[config.mk]
export PLATFORM = sky130hd
export DESIGN_NAME = keypad_scanner
export DESIGN_NICKNAME = d
export VERILOG_FILES = /design/src/rtl/keypad_scanner.sv
export SDC_FILE = /design/constraint.sdc
export NUM_CORES = 1
export LEC_CHECK = 0
export ABC_AREA = 1
export ABC_CLOCK_PERIOD_IN_PS = 2400
export BUFFER_PORTS_ARGS = -buffer_cell sky130_fd_sc_hd__buf_4
export CAP_MARGIN = 20
export CORE_MARGIN = 4
export CORE_UTILIZATION = 55
export CTS_CLUSTER_DIAMETER = 200
export CTS_CLUSTER_SIZE = 10
export DETAILED_ROUTE_END_ITERATION = 10
export MAX_ROUTING_LAYER = met4
export PLACE_DENSITY = 0.72
export SLEW_MARGIN = 15
export SYNTH_ARGS = -nofsm -noshare
export SYNTH_HDL_FRONTEND = slang
export SYNTH_SLANG_ARGS = --single-unit
[constraint.sdc]
create_clock -name clk -period 2.4 [get_ports clk]
set_input_delay 0.48 -clock clk [delete_from_list [all_inputs] [get_ports clk]]
set_output_delay 0.48 -clock clk [all_outputs]
set_load 0.05 [all_outputs]
[src/rtl/keypad_scanner.sv]
// keypad_scanner
// Scans a 4x4 matrix keypad by pulling one row low at a time, samples the
// active-low column lines through a two-flop synchronizer, debounces the full
// 16-key snapshot across whole scans, and reports the lowest pressed key.
//
// Ports:
//   clk        system clock
//   rst_n      synchronous active-low reset
//   col_n[3:0] keypad columns, active-low, asynchronous to clk
//   row_n[3:0] keypad row drive, one-hot active-low
//   key_code   index (row*4+col) of the reported key, held between events
//   key_valid  one-cycle strobe marking a new key_code
//   key_down   high while the debounced key set is non-empty
module keypad_scanner #(
    parameter int SCAN_DIV = 1024,
    parameter int DEBOUNCE = 4
) (
    input  logic       clk,
    input  logic       rst_n,
    input  logic [3:0] col_n,
    output logic [3:0] row_n,
    output logic [3:0] key_code,
    output logic       key_valid,
    output logic       key_down
);

    localparam int DIV_W = (SCAN_DIV > 1) ? $clog2(SCAN_DIV) : 1;
    localparam int CNT_W = $clog2(DEBOUNCE + 1);
    localparam logic [DIV_W-1:0] DIV_LAST = DIV_W'(SCAN_DIV - 1);
    localparam logic [CNT_W-1:0] CNT_MAX  = CNT_W'(DEBOUNCE);
    localparam logic [CNT_W-1:0] CNT_PRE  = CNT_W'(DEBOUNCE - 1);

    logic [DIV_W-1:0] div;
    logic [1:0]       row_idx;
    logic [3:0]       col_meta;
    logic [3:0]       col_sync;
    logic [15:0]      snapshot;
    logic [15:0]      prev_snapshot;
    logic [CNT_W-1:0] stable_cnt;
    logic [15:0]      stable_keys;
    logic [15:0]      stable_keys_d;

    logic [3:0]       pressed;
    logic [15:0]      snap_full;
    logic [3:0]       new_low;
    logic [3:0]       old_low;
    logic             strobe;

    function automatic logic [3:0] lowest_idx(input logic [15:0] v);
        lowest_idx = 4'd0;
        for (int i = 15; i >= 0; i--) begin
            if (v[i]) lowest_idx = i[3:0];
        end
    endfunction

    assign pressed = ~col_sync;

    // Snapshot as it will look once the current row's columns are merged in;
    // on the row-3 sample this is the completed scan.
    always_comb begin
        snap_full = snapshot;
        snap_full[{row_idx, 2'b00} +: 4] = pressed;
    end

    // A strobe is due when the debounced set gains a new lowest key, either
    // from empty or because the previous lowest key was released.
    assign new_low = lowest_idx(stable_keys);
    assign old_low = lowest_idx(stable_keys_d);
    assign strobe  = (stable_keys != 16'd0) &&
                     ((stable_keys_d == 16'd0) || (new_low != old_low));

    always_ff @(posedge clk) begin
        if (!rst_n) begin
            div           <= '0;
            row_idx       <= 2'd0;
            row_n         <= 4'b1110;
            col_meta      <= 4'hF;
            col_sync      <= 4'hF;
            snapshot      <= 16'd0;
            prev_snapshot <= 16'd0;
            stable_cnt    <= '0;
            stable_keys   <= 16'd0;
            stable_keys_d <= 16'd0;
            key_code      <= 4'd0;
            key_valid     <= 1'b0;
            key_down      <= 1'b0;
        end else begin
            col_meta      <= col_n;
            col_sync      <= col_meta;

            stable_keys_d <= stable_keys;
            key_valid     <= strobe;
            key_down      <= |stable_keys;
            if (strobe) key_code <= new_low;

            if (div == DIV_LAST) begin
                div      <= '0;
                row_idx  <= row_idx + 2'd1;
                row_n    <= ~(4'b0001 << (row_idx + 2'd1));
                snapshot <= snap_full;

                if (row_idx == 2'd3) begin
                    prev_snapshot <= snap_full;
                    if (snap_full == prev_snapshot) begin
                        // Saturate so a long hold never re-accepts the set.
                        if (stable_cnt != CNT_MAX) begin
                            stable_cnt <= stable_cnt + CNT_W'(1);
                            if (stable_cnt == CNT_PRE) stable_keys <= snap_full;
                        end
                    end else begin
                        stable_cnt <= '0;
                    end
                end
            end else begin
                div <= div + DIV_W'(1);
            end
        end
    end

endmodule

==> results.json <==
{
  "drt-total-wl_um": 10840,
  "grt.total_usage_pct": 21.62,
  "power_density_mw_per_mm2": 534.2,
  "cp.arrival_ps": 2800,
  "clock-sinks": 97,
  "critPathCaptureType": "flip-flop",
  "synthCells": 601,
  "hpwl_um": 6741,
  "clock_latency_ps": 380,
  "synth_edf_count": 0,
  "ant_nets": 0,
  "tightestPinTransition_ps": 508.9,
  "layout_setup_ws_ps": -85.65,
  "synth_top_area_cell": "dfxtp_1",
  "violations": "setup timing",
  "yosysWarningCount": 0,
  "numCtsBuffers": 9,
  "ir_worst_vdd_v": 0.0004113,
  "synth_fp_nets": 617,
  "drc": 0,
  "routabilityCongestion": 0.8713,
  "grt_max_degree": 41,
  "async_flop_share_pct": 0,
  "critical_path_class": "flip-flop to flip-flop",
  "cap_violations": 0,
  "yosysSeqAreaShare_pct": 44.44,
  "wl_per_cell_um": 14.12,
  "setup_viol": 16,
  "stdcell_count": 768,
  "drive_gt1_share_pct": 24.92,
  "syn2layout_area_growth_pct": 26.66,
  "p_leak_nw": 2.595,
  "cts_tree": "built",
  "avgSynthCellArea_um2": 7.270,
  "synth_seq_cells": 97,
  "die_area_mm2": 0.009434,
  "rows": 32,
  "pin_count": 16,
  "viasPerCell": 5.241,
  "hold_violations": 0,
  "required_ps": 2710,
  "antenna_cells": 0,
  "synth_area_leaders": "dfxtp_1, nand2_1, inv_1",
  "antenna_found_initial": 0,
  "grt_pass1_wl_um": 16180,
  "slew_headroom_pct": 65.95,
  "io_buffer_count": 15,
  "yosys.area.top_type_share_pct": 44.44,
  "gr-total-overflow": 0,
  "p_sw_share_pct": 20.99,
  "clockPowerShare_pct": 42.1,
  "p_sw_uw": 620.4,
  "h-tree-depth": 3,
  "period_minus_slack_ps": 2486,
  "synthTopCellsByCount": "nand2_1, inv_1, dfxtp_1",
  "cp_max_fo": 8,
  "start_kind": "flip-flop",
  "finalMaxSlewViolations": 0,
  "dr_total_vias": 4025,
  "layout_worst_path_cycle_share_pct": 103.6,
  "power_frac_comb_pct": 2.9,
  "hold_buffers": 0,
  "first_global_vias": 3596,
  "netlist_area_mm2": 0.004369,
  "synth_cell_types": 35,
  "die-height_um": 97.13,
  "dp.cells": 734,
  "cts.path.max_buffers": 2,
  "rsz0062_at_grt": "true",
  "p_int_mw": 2.336,
  "detail_route.first_pass.iterations": 5,
  "worstHoldPathType": "primary input to flip-flop",
  "seqPwrFrac_pct": 55.1,
  "fill_cells": 593,
  "core_mm2": 0.007727,
  "clock_skew_ps": 12.17,
  "clock_tree.root_cell": "clkbuf_8",
  "setup-tns-final_ps": -774.6,
  "cts.reportedPaths.clkPinSlew_ps": 90,
  "max_freq_mhz": 402.3,
  "synth_flop_cell": "dfxtp_1",
  "yosysMostFrequentCell": "nand2_1",
  "drt_iter0_drc": 265,
  "start_util_pct": 56.54,
  "die_w_um": 97.13,
  "final_nets": 679,
  "outcome": "complete, but fails checks"
}
[layout by cell type (no fill, tap or decap), drive strengths merged, types with 7 or more instances in the layout]
| cell type | synthesis | layout |
|---|---|---|
| xor2 | 11 | 11 |
| clkbuf | 12 | 11 |
| inv | 106 | 105 |
| or2 | 10 | 10 |
| dfxtp | 97 | 97 |
| nand3 | 25 | 25 |
| a211oi | 9 | 9 |
| nand4 | 7 | 7 |
| o22ai | 14 | 14 |
| nor2 | 82 | 82 |
| o21ai | 35 | 35 |
| buf | 5 | 64 |
| a21oi | 37 | 37 |
| ha | 10 | 10 |
| nand2 | 120 | 120 |
[area by class of cell]
class                      count  area [µm²]  area share (%)
multi-input combinational    380        2247           40.61
sequential                    97        1947           35.18
timing repair buffer          66       554.3           10.02
inverter                     107       412.9           7.461
tap                          102       127.6           2.306
clock buffer                   9       123.9           2.238
clock inverter                 5       106.4           1.922
timing repair inverter         2       15.01          0.2713
[path summary, 6_finish.rpt]
path	from	endpoint	slack [ps]	depth (start not counted)
max	row_idx[0]	stable_keys[8]	-90	14
min	col_n[3]	col_meta[3]	280	2
max reg2reg	row_idx[0]	stable_keys[8]	-90	14
min reg2reg	col_meta[1]	col_sync[1]	420	1
[worst max-delay path: stages, from the launching register on]
cell       delay, ps
dfxtp_2          340
inv_2            130
buf_6            130
ha_4             140
inv_2             50
buf_4            150
a22oi_2          240
xor2_1           240
nand4_1          180
nor2_4           190
nand4_4          200
clkbuf_16        220
nand2_1           60
nand2_1           60
nor2_1           110
[kinds of logic after synthesis]
group | Yosys count | synth area share, %
compound gates | 104 | 13.32
xor+xnor | 11 | 2.205
fa+ha+maj | 10 | 2.864
simple gates | 255 | 25.92
flops | 97 | 44.44
buf+inv | 124 | 11.25
[power groups by stage]
stage | Sequential [mW] | Combinational (mW) | Clock (mW)
2_1_floorplan | 1.66 | 0.0468 | 0
3_3_place_gp | 1.66 | 0.0676 | 0
3_5_place_dp | 1.66 | 0.0693 | 0
4_1_cts | 1.62 | 0.0702 | 1.26
5_1_grt | 1.63 | 0.0945 | 1.32
6_report | 1.63 | 0.0847 | 1.24
[sequential cells by signal, indices dropped and copies added (netlist names)]
signal and cells:
snapshot 16, row_n 4, stable_keys_d 16, stable_keys 16
col_sync 4, div 10, row_idx 2, key_valid 1
stable_cnt 3, key_down 1, col_meta 4, key_code 4
prev_snapshot 16
[metal layers]
| metal | track usage (%) | routed length, µm | vias up |
|---|---|---|---|
| li1 | - | - | 2018 |
| met5 | - | 0 | - |
| met4 | 10.15 | 456 | 0 |
| met3 | 5.240 | 515 | 42 |
| met1 | 25.59 | 4609 | 1851 |
| met2 | 34.71 | 5259 | 114 |
[per-stage QoR]
stage               hold WS (ps)  power [mW]  instance area, µm²  worst slack [ps]  utilization, %
floorplan                  392.5       1.706                4369             3.543               -
global placement           396.3       1.729                4787             37.65           61.95
detailed placement         396.7       1.731                4787            -85.18           61.95
CTS                        275.1       2.954                5031             6.052           65.11
global route               282.0       3.048                5534            -198.1           71.62
finish                     284.1       2.956                5534            -85.65           71.62
[what timing repair did]
item	CTS	global route
pin swaps	0	27
resized for setup	4	79
cloned	0	5
setup endpoints to repair	19	35
setup buffers	0	15
Power figures use the tool's default switching activity.
